===== src/rtl/grpci2_axi_lite_mst_if.sv =====
// Signal bundle for the grpci2 AXI4-Lite to AHB bridge: AXI-Lite slave channels plus AHB master bus.
// The master modport is the bridge side; the slave modport is the environment (AXI requester and AHB slave).
interface grpci2_axi_lite_mst_if;
  logic        s_awvalid;
  logic        s_awready;
  logic [31:0] s_awaddr;
  logic        s_wvalid;
  logic        s_wready;
  logic [31:0] s_wdata;
  logic [3:0]  s_wstrb;
  logic        s_bvalid;
  logic        s_bready;
  logic [1:0]  s_bresp;
  logic        s_arvalid;
  logic        s_arready;
  logic [31:0] s_araddr;
  logic        s_rvalid;
  logic        s_rready;
  logic [31:0] s_rdata;
  logic [1:0]  s_rresp;
  logic        ahb_m_hsel;
  logic [31:0] ahb_m_haddr;
  logic        ahb_m_hwrite;
  logic [1:0]  ahb_m_htrans;
  logic [2:0]  ahb_m_hsize;
  logic [2:0]  ahb_m_hburst;
  logic [3:0]  ahb_m_hprot;
  logic [31:0] ahb_m_hwdata;
  logic        ahb_m_hready;
  logic [1:0]  ahb_m_hresp;
  logic [31:0] ahb_m_hrdata;

  modport master (
    input  s_awvalid, s_awaddr, s_wvalid, s_wdata, s_wstrb, s_bready,
           s_arvalid, s_araddr, s_rready,
           ahb_m_hready, ahb_m_hresp, ahb_m_hrdata,
    output s_awready, s_wready, s_bvalid, s_bresp, s_arready, s_rvalid, s_rdata, s_rresp,
           ahb_m_hsel, ahb_m_haddr, ahb_m_hwrite, ahb_m_htrans, ahb_m_hsize,
           ahb_m_hburst, ahb_m_hprot, ahb_m_hwdata
  );

  modport slave (
    output s_awvalid, s_awaddr, s_wvalid, s_wdata, s_wstrb, s_bready,
           s_arvalid, s_araddr, s_rready,
           ahb_m_hready, ahb_m_hresp, ahb_m_hrdata,
    input  s_awready, s_wready, s_bvalid, s_bresp, s_arready, s_rvalid, s_rdata, s_rresp,
           ahb_m_hsel, ahb_m_haddr, ahb_m_hwrite, ahb_m_htrans, ahb_m_hsize,
           ahb_m_hburst, ahb_m_hprot, ahb_m_hwdata
  );
endinterface


===== src/rtl/grpci2_axi_lite_mst.sv =====
// AXI4-Lite slave to AHB master bridge: one single AHB transfer in flight, write/read arbitration
// alternating under contention, RETRY/SPLIT re-issue up to RETRY_MAX times before SLVERR.
module grpci2_axi_lite_mst #(
  parameter int unsigned RETRY_MAX = 15,
  parameter logic [3:0]  HPROT     = 4'b0011
) (
  input  logic                  aclk,
  input  logic                  areset,
  grpci2_axi_lite_mst_if.master bus
);
  localparam int unsigned   CW            = (RETRY_MAX < 1) ? 1 : $clog2(RETRY_MAX + 1);
  localparam logic [CW-1:0] RMAX          = CW'(RETRY_MAX);
  localparam logic [1:0]    HTRANS_IDLE   = 2'b00;
  localparam logic [1:0]    HTRANS_NONSEQ = 2'b10;
  localparam logic [1:0]    HRESP_OKAY    = 2'b00;
  localparam logic [1:0]    RESP_OKAY     = 2'b00;
  localparam logic [1:0]    RESP_SLVERR   = 2'b10;

  typedef enum logic [1:0] {S_IDLE, S_ADDR, S_DATA, S_RESP} state_t;

  state_t        state, state_n;
  logic          wr_q;
  logic          prio_rd;
  logic [31:0]   haddr_q;
  logic [31:0]   hwdata_q;
  logic [31:0]   rdata_q;
  logic [2:0]    hsize_q;
  logic [1:0]    resp_q;
  logic [CW-1:0] retry_cnt;

  logic [2:0]    dec_size;
  logic [1:0]    dec_off;
  logic          dec_skip;
  logic          dec_err;
  logic          wr_req;
  logic          take_wr;
  logic          take_rd;
  logic          retry_again;
  logic          rsp_ack;
  logic          unused_addr_lsb;

  assign unused_addr_lsb = ^{bus.s_awaddr[1:0], bus.s_araddr[1:0]};

  // Strobe pattern selects transfer size and lane offset; unsupported patterns never reach AHB.
  always_comb begin
    dec_size = 3'b010;
    dec_off  = 2'b00;
    dec_skip = 1'b0;
    dec_err  = 1'b0;
    case (bus.s_wstrb)
      4'b1111: ;
      4'b0011: dec_size = 3'b001;
      4'b1100: begin dec_size = 3'b001; dec_off = 2'b10; end
      4'b0001: dec_size = 3'b000;
      4'b0010: begin dec_size = 3'b000; dec_off = 2'b01; end
      4'b0100: begin dec_size = 3'b000; dec_off = 2'b10; end
      4'b1000: begin dec_size = 3'b000; dec_off = 2'b11; end
      4'b0000: dec_skip = 1'b1;
      default: begin dec_skip = 1'b1; dec_err = 1'b1; end
    endcase
  end

  assign wr_req      = bus.s_awvalid && bus.s_wvalid;
  assign retry_again = bus.ahb_m_hresp[1] && (retry_cnt != RMAX);
  assign rsp_ack     = wr_q ? bus.s_bready : bus.s_rready;

  always_ff @(posedge aclk) begin
    if (areset) state <= S_IDLE;
    else        state <= state_n;
  end

  always_comb begin
    state_n = state;
    take_wr = 1'b0;
    take_rd = 1'b0;
    case (state)
      S_IDLE: begin
        if (wr_req && !(bus.s_arvalid && prio_rd)) take_wr = 1'b1;
        else if (bus.s_arvalid)                    take_rd = 1'b1;
        if (take_wr)      state_n = dec_skip ? S_RESP : S_ADDR;
        else if (take_rd) state_n = S_ADDR;
      end
      S_ADDR:  if (bus.ahb_m_hready) state_n = S_DATA;
      S_DATA:  if (bus.ahb_m_hready) state_n = retry_again ? S_ADDR : S_RESP;
      S_RESP:  if (rsp_ack) state_n = S_IDLE;
      default: state_n = S_IDLE;
    endcase
  end

  always_ff @(posedge aclk) begin
    if (areset) begin
      wr_q      <= 1'b0;
      prio_rd   <= 1'b0;
      haddr_q   <= '0;
      hwdata_q  <= '0;
      rdata_q   <= '0;
      hsize_q   <= 3'b010;
      resp_q    <= RESP_OKAY;
      retry_cnt <= '0;
    end else begin
      if (take_wr) begin
        wr_q     <= 1'b1;
        prio_rd  <= 1'b1;
        haddr_q  <= {bus.s_awaddr[31:2], dec_off};
        hsize_q  <= dec_size;
        hwdata_q <= bus.s_wdata;
        resp_q   <= dec_err ? RESP_SLVERR : RESP_OKAY;
      end else if (take_rd) begin
        wr_q    <= 1'b0;
        prio_rd <= 1'b0;
        haddr_q <= {bus.s_araddr[31:2], 2'b00};
        hsize_q <= 3'b010;
        resp_q  <= RESP_OKAY;
      end
      if (state == S_DATA && bus.ahb_m_hready) begin
        if (bus.ahb_m_hresp == HRESP_OKAY) begin
          resp_q <= RESP_OKAY;
          if (!wr_q) rdata_q <= bus.ahb_m_hrdata;
        end else if (retry_again) begin
          retry_cnt <= retry_cnt + CW'(1);
        end else begin
          resp_q <= RESP_SLVERR;
        end
      end
      if (state == S_RESP && rsp_ack) retry_cnt <= '0;
    end
  end

  assign bus.s_awready    = take_wr;
  assign bus.s_wready     = take_wr;
  assign bus.s_arready    = take_rd;
  assign bus.s_bvalid     = (state == S_RESP) && wr_q;
  assign bus.s_rvalid     = (state == S_RESP) && !wr_q;
  assign bus.s_bresp      = resp_q;
  assign bus.s_rresp      = resp_q;
  assign bus.s_rdata      = rdata_q;
  assign bus.ahb_m_hsel   = (state == S_ADDR);
  assign bus.ahb_m_htrans = (state == S_ADDR) ? HTRANS_NONSEQ : HTRANS_IDLE;
  assign bus.ahb_m_haddr  = haddr_q;
  assign bus.ahb_m_hwrite = wr_q;
  assign bus.ahb_m_hsize  = hsize_q;
  assign bus.ahb_m_hburst = 3'b000;
  assign bus.ahb_m_hprot  = HPROT;
  assign bus.ahb_m_hwdata = hwdata_q;
endmodule


===== src/flat_wrapper.sv =====
// flat-port wrapper written by rule: the top's interface ports become plain ports
module grpci2_axi_lite_mst_flat 
#(
  parameter int unsigned RETRY_MAX = 15,
  parameter logic [3:0]  HPROT     = 4'b0011
)
  (aclk, areset, bus_s_awvalid, bus_s_awaddr, bus_s_wvalid, bus_s_wdata, bus_s_wstrb, bus_s_bready, bus_s_arvalid, bus_s_araddr, bus_s_rready, bus_ahb_m_hready, bus_ahb_m_hresp, bus_ahb_m_hrdata, bus_s_awready, bus_s_wready, bus_s_bvalid, bus_s_bresp, bus_s_arready, bus_s_rvalid, bus_s_rdata, bus_s_rresp, bus_ahb_m_hsel, bus_ahb_m_haddr, bus_ahb_m_hwrite, bus_ahb_m_htrans, bus_ahb_m_hsize, bus_ahb_m_hburst, bus_ahb_m_hprot, bus_ahb_m_hwdata);
  grpci2_axi_lite_mst_if bus_i ();
  input  logic aclk;
  input  logic areset;
  input wire logic [$bits(bus_i.s_awvalid)-1:0] bus_s_awvalid;
  input wire logic [$bits(bus_i.s_awaddr)-1:0] bus_s_awaddr;
  input wire logic [$bits(bus_i.s_wvalid)-1:0] bus_s_wvalid;
  input wire logic [$bits(bus_i.s_wdata)-1:0] bus_s_wdata;
  input wire logic [$bits(bus_i.s_wstrb)-1:0] bus_s_wstrb;
  input wire logic [$bits(bus_i.s_bready)-1:0] bus_s_bready;
  input wire logic [$bits(bus_i.s_arvalid)-1:0] bus_s_arvalid;
  input wire logic [$bits(bus_i.s_araddr)-1:0] bus_s_araddr;
  input wire logic [$bits(bus_i.s_rready)-1:0] bus_s_rready;
  input wire logic [$bits(bus_i.ahb_m_hready)-1:0] bus_ahb_m_hready;
  input wire logic [$bits(bus_i.ahb_m_hresp)-1:0] bus_ahb_m_hresp;
  input wire logic [$bits(bus_i.ahb_m_hrdata)-1:0] bus_ahb_m_hrdata;
  output wire logic [$bits(bus_i.s_awready)-1:0] bus_s_awready;
  output wire logic [$bits(bus_i.s_wready)-1:0] bus_s_wready;
  output wire logic [$bits(bus_i.s_bvalid)-1:0] bus_s_bvalid;
  output wire logic [$bits(bus_i.s_bresp)-1:0] bus_s_bresp;
  output wire logic [$bits(bus_i.s_arready)-1:0] bus_s_arready;
  output wire logic [$bits(bus_i.s_rvalid)-1:0] bus_s_rvalid;
  output wire logic [$bits(bus_i.s_rdata)-1:0] bus_s_rdata;
  output wire logic [$bits(bus_i.s_rresp)-1:0] bus_s_rresp;
  output wire logic [$bits(bus_i.ahb_m_hsel)-1:0] bus_ahb_m_hsel;
  output wire logic [$bits(bus_i.ahb_m_haddr)-1:0] bus_ahb_m_haddr;
  output wire logic [$bits(bus_i.ahb_m_hwrite)-1:0] bus_ahb_m_hwrite;
  output wire logic [$bits(bus_i.ahb_m_htrans)-1:0] bus_ahb_m_htrans;
  output wire logic [$bits(bus_i.ahb_m_hsize)-1:0] bus_ahb_m_hsize;
  output wire logic [$bits(bus_i.ahb_m_hburst)-1:0] bus_ahb_m_hburst;
  output wire logic [$bits(bus_i.ahb_m_hprot)-1:0] bus_ahb_m_hprot;
  output wire logic [$bits(bus_i.ahb_m_hwdata)-1:0] bus_ahb_m_hwdata;
  assign bus_i.s_awvalid = bus_s_awvalid;
  assign bus_i.s_awaddr = bus_s_awaddr;
  assign bus_i.s_wvalid = bus_s_wvalid;
  assign bus_i.s_wdata = bus_s_wdata;
  assign bus_i.s_wstrb = bus_s_wstrb;
  assign bus_i.s_bready = bus_s_bready;
  assign bus_i.s_arvalid = bus_s_arvalid;
  assign bus_i.s_araddr = bus_s_araddr;
  assign bus_i.s_rready = bus_s_rready;
  assign bus_i.ahb_m_hready = bus_ahb_m_hready;
  assign bus_i.ahb_m_hresp = bus_ahb_m_hresp;
  assign bus_i.ahb_m_hrdata = bus_ahb_m_hrdata;
  assign bus_s_awready = bus_i.s_awready;
  assign bus_s_wready = bus_i.s_wready;
  assign bus_s_bvalid = bus_i.s_bvalid;
  assign bus_s_bresp = bus_i.s_bresp;
  assign bus_s_arready = bus_i.s_arready;
  assign bus_s_rvalid = bus_i.s_rvalid;
  assign bus_s_rdata = bus_i.s_rdata;
  assign bus_s_rresp = bus_i.s_rresp;
  assign bus_ahb_m_hsel = bus_i.ahb_m_hsel;
  assign bus_ahb_m_haddr = bus_i.ahb_m_haddr;
  assign bus_ahb_m_hwrite = bus_i.ahb_m_hwrite;
  assign bus_ahb_m_htrans = bus_i.ahb_m_htrans;
  assign bus_ahb_m_hsize = bus_i.ahb_m_hsize;
  assign bus_ahb_m_hburst = bus_i.ahb_m_hburst;
  assign bus_ahb_m_hprot = bus_i.ahb_m_hprot;
  assign bus_ahb_m_hwdata = bus_i.ahb_m_hwdata;
  grpci2_axi_lite_mst #(.RETRY_MAX(RETRY_MAX), .HPROT(HPROT)) u_core (.aclk(aclk), .areset(areset), .bus(bus_i));
endmodule

===== config.mk =====
export PLATFORM = sky130hd
export DESIGN_NAME = grpci2_axi_lite_mst_flat
export DESIGN_NICKNAME = d
export VERILOG_FILES = /design/src/rtl/grpci2_axi_lite_mst_if.sv /design/src/rtl/grpci2_axi_lite_mst.sv /design/src/flat_wrapper.sv
export SDC_FILE = /design/constraint.sdc
export NUM_CORES = 1
export LEC_CHECK = 0
export BUFFER_PORTS_ARGS = -buffer_cell sky130_fd_sc_hd__buf_2
export CAP_MARGIN = 20
export CELL_PAD_IN_SITES_DETAIL_PLACEMENT = 1
export CELL_PAD_IN_SITES_GLOBAL_PLACEMENT = 1
export CORE_UTILIZATION = 27
export CTS_BUF_LIST = sky130_fd_sc_hd__clkbuf_4 sky130_fd_sc_hd__clkbuf_8
export CTS_CLUSTER_DIAMETER = 100
export CTS_CLUSTER_SIZE = 8
export DETAILED_ROUTE_END_ITERATION = 16
export PLACE_DENSITY_LB_ADDON = 0.12
export SLEW_MARGIN = 20
export SYNTH_ARGS = -nofsm -noshare
export SYNTH_HDL_FRONTEND = slang
export SYNTH_SLANG_ARGS = --single-unit
export TNS_END_PERCENT = 1

===== constraint.sdc =====
create_clock -name aclk -period 1.7 [get_ports aclk]
set_clock_uncertainty 0.2 [all_clocks]
set_input_delay 0.17 -clock aclk [delete_from_list [all_inputs] [get_ports aclk]]
set_output_delay 0.17 -clock aclk [all_outputs]
set_load 0.005 [all_outputs]

==> reports/results.ini <==
[status]
status=finished, violations left
violations=setup timing

[cts]
cts_htree_levels=3
cts-root-buf=clkbuf_8
cts_tree=done
cts.sinks=107
clockBufferDepth=2
numCtsBuffers=9
clkTransAtPathRegs_ns=0.10
worstSkewPairLatency_ns=0.37

[placement]
place.gp.congestion=0.722
dp_worst_setup_slack_ns=-0.0294
port_buffers=247
dp.final_hpwl_um=10500

[global_routing]
grt_start_max_net_pins=69
grt_pass1_vias=5696
grt-ovfl-total=0
grt_pass1_wl_um=27800
antenna_found_initial=0
grt_use_total_pct=21.7

[route]
avgRoutedWirePerCell_um=16.2
vias_per_cell=4.58
drc=0
postRouteWirelength_um=18400
dr.pass1.iters=4
num_vias=5190
drt-initial-drc-count=126
ant_nets=0

[layout]
n_fill_cell=1886
n_antenna_cell=0
drive_gt1_share_pct=36.7
register_area_sq_um=2150
multi_input_area_sq_um=2060
syn_to_final_growth_pct=78.5
nNetsFinal=1062
final_core_util_pct=50.0

[die]
die_area_sq_um=16400
rows=45
core_area_sq_um=15400
die_y_um=128
ios=261
die_w_um=128
initial_core_util_pct=28.0

[yosys]
synth_area_leader_cell=dfxtp_1
synth-main-ff-cell=dfxtp_1
yosysWarnings=0
netlist.area_leader.share_pct=49.8
synthCells=545
yosysSeqAreaShare_pct=49.8
synth_commonest_cells=199 x nand2_1, 107 x dfxtp_1, 67 x a21oi_1
synth.most_common_cell=nand2_1
ys_ff_latch=107
async_flop_share_pct=0
syn_area_per_cell_sq_um=7.89
synth_edf_count=0
yosys-top-cells-area=dfxtp_1 50%, nand2_1 17%, a21oi_1 7.8%
synth_area_sq_um=4300
synth_cell_types=41

[timing]
clock.fmax_ghz=0.571
drv_slew=0
layout_min_cycle_time_ns=1.75
finalWorstSetupSlack_ns=-0.0521
rsz0062_at_grt=yes
fin_tns_setup_ns=-0.148
period_share_pct=103
setup_viol=5
hold_viol=0

[flow_run]
max_cap_viol_count=0

[setup_path]
cp-end-kind=register
critPathArrivalTime_ns=1.86
critPathMaxFanout=4
crit_type=register to register
rr_startpoint=u_core.state[1]$_SDFFE_PP0P_
cp-startpoint=u_core.state[1]$_SDFFE_PP0P_
worstPathRequired_ns=1.81
setup.worst_path.start_class=register

[power]
leakage_nw=3.43
powerDensity_nw_per_um2=760
ir_worst_vdd_mv=0.410

[min_path]
holdCritPathClass=input port to register
hold_start=bus_ahb_m_hresp[0]

## cell families after synthesis
logic type	Yosys count	share of synthesized area [%]
AO/OA/AOI/OAI	110	16.2
adder cells (fa/ha/maj)	1	0.291
flip-flops	107	49.8
multiplexers	2	0.465
other	2	0.175
buffers and inverters	55	7.13
AND/OR/NAND/NOR	263	24.9
XOR/XNOR	5	1.02
## metrics by stage
step	hold slack [ns]	power, mW	cells	area [sq um]
6_report	0.0375	5.83	1134	7680
5_1_grt	0.0793	6.14	1134	7680
4_1_cts	0.0251	5.78	1132	7430
3_5_place_dp	0.218	3.78	976	5750
3_3_place_gp	0.212	3.75	976	5750
2_1_floorplan	0.106	3.28	552	4330
## repair_timing
action | CTS | global route
gates cloned | 2 | 2
pin swaps | 8 | 13
gates resized for setup | 15 | 46
buffers inserted | 9 | 0
endpoints found under the hold margin | 98 | 0
hold buffers | 130 | 0
endpoints found under the setup margin | 13 | 95
## worst max-delay path, cell delays in order (launching register included)
cell	delay [ns]
dfxtp_2	0.36
nor2_4	0.19
nand4_4	0.17
buf_6	0.18
or4_1	0.46
a21oi_1	0.13
## area by class of cell
type	count	area share [%]
Clock inverter	4	0.668
Tap cell	211	3.44
Multi-Input combinational cell	390	26.8
Sequential cell	107	28.0
Clock buffer	11	1.89
Timing Repair Buffer	408	39.0
Inverter	3	0.212
## cell usage in the layout, fill, tap and decap left out, drive strengths merged, types with 2 or more instances in the layout
master,n
xnor2,2
nand2,199
a21oi,67
nor2b,2
a311oi,30
buf,276
a31oi,2
inv,3
o21ai,3
conb,9
dfxtp,107
a221oi,2
clkbuf,13
clkinv,2
nand4,4
and3b,2
nor2,43
dlygate4sd3,130
xor2,3
and3,3
mux2i,2
nand3,2
## where the power goes
part	total, mW	switching [mW]	internal, mW	leakage [nW]
logic	1.45	0.689	0.765	2.46
clock network	1.62	0.890	0.732	0.0988
registers	2.76	0.0914	2.67	0.873
## worst paths after layout
check / to / slack [ns] / cells after the start
hold / removal: u_core.bus.s_bresp[1]$_SDFF_PP0_ / 0.04 / 3
setup reg to reg: u_core.bus.ahb_m_haddr[0]$_SDFFE_PP0P_ / -0.05 / 5
hold reg to reg: u_core.bus.s_rdata[13]$_SDFFE_PP0P_ / 0.26 / 2
setup / recovery: u_core.bus.ahb_m_haddr[0]$_SDFFE_PP0P_ / -0.05 / 5
## sequential cells by signal (all words and copies together), names as in the netlist
register,flops
u_core.bus.s_bresp,2
u_core.retry_cnt,4
u_core.bus.s_rdata,32
u_core.bus.ahb_m_hwdata,32
u_core.state,2
u_core.bus.ahb_m_haddr,32
u_core.bus.ahb_m_hwrite,1
u_core.bus.ahb_m_hsize,2
## per-layer routing
layer / global-route usage [%] / up-vias / wire length [um]
met1: 22.4 / 2425 / 7270
met4: 9.48 / 0 / 478
met2: 40.5 / 189 / 9380
met3: 6.05 / 32 / 1260
li1: - / 2544 / -
met5: 0 / - / 0
Note: power is estimated with default switching activity, not from simulation.
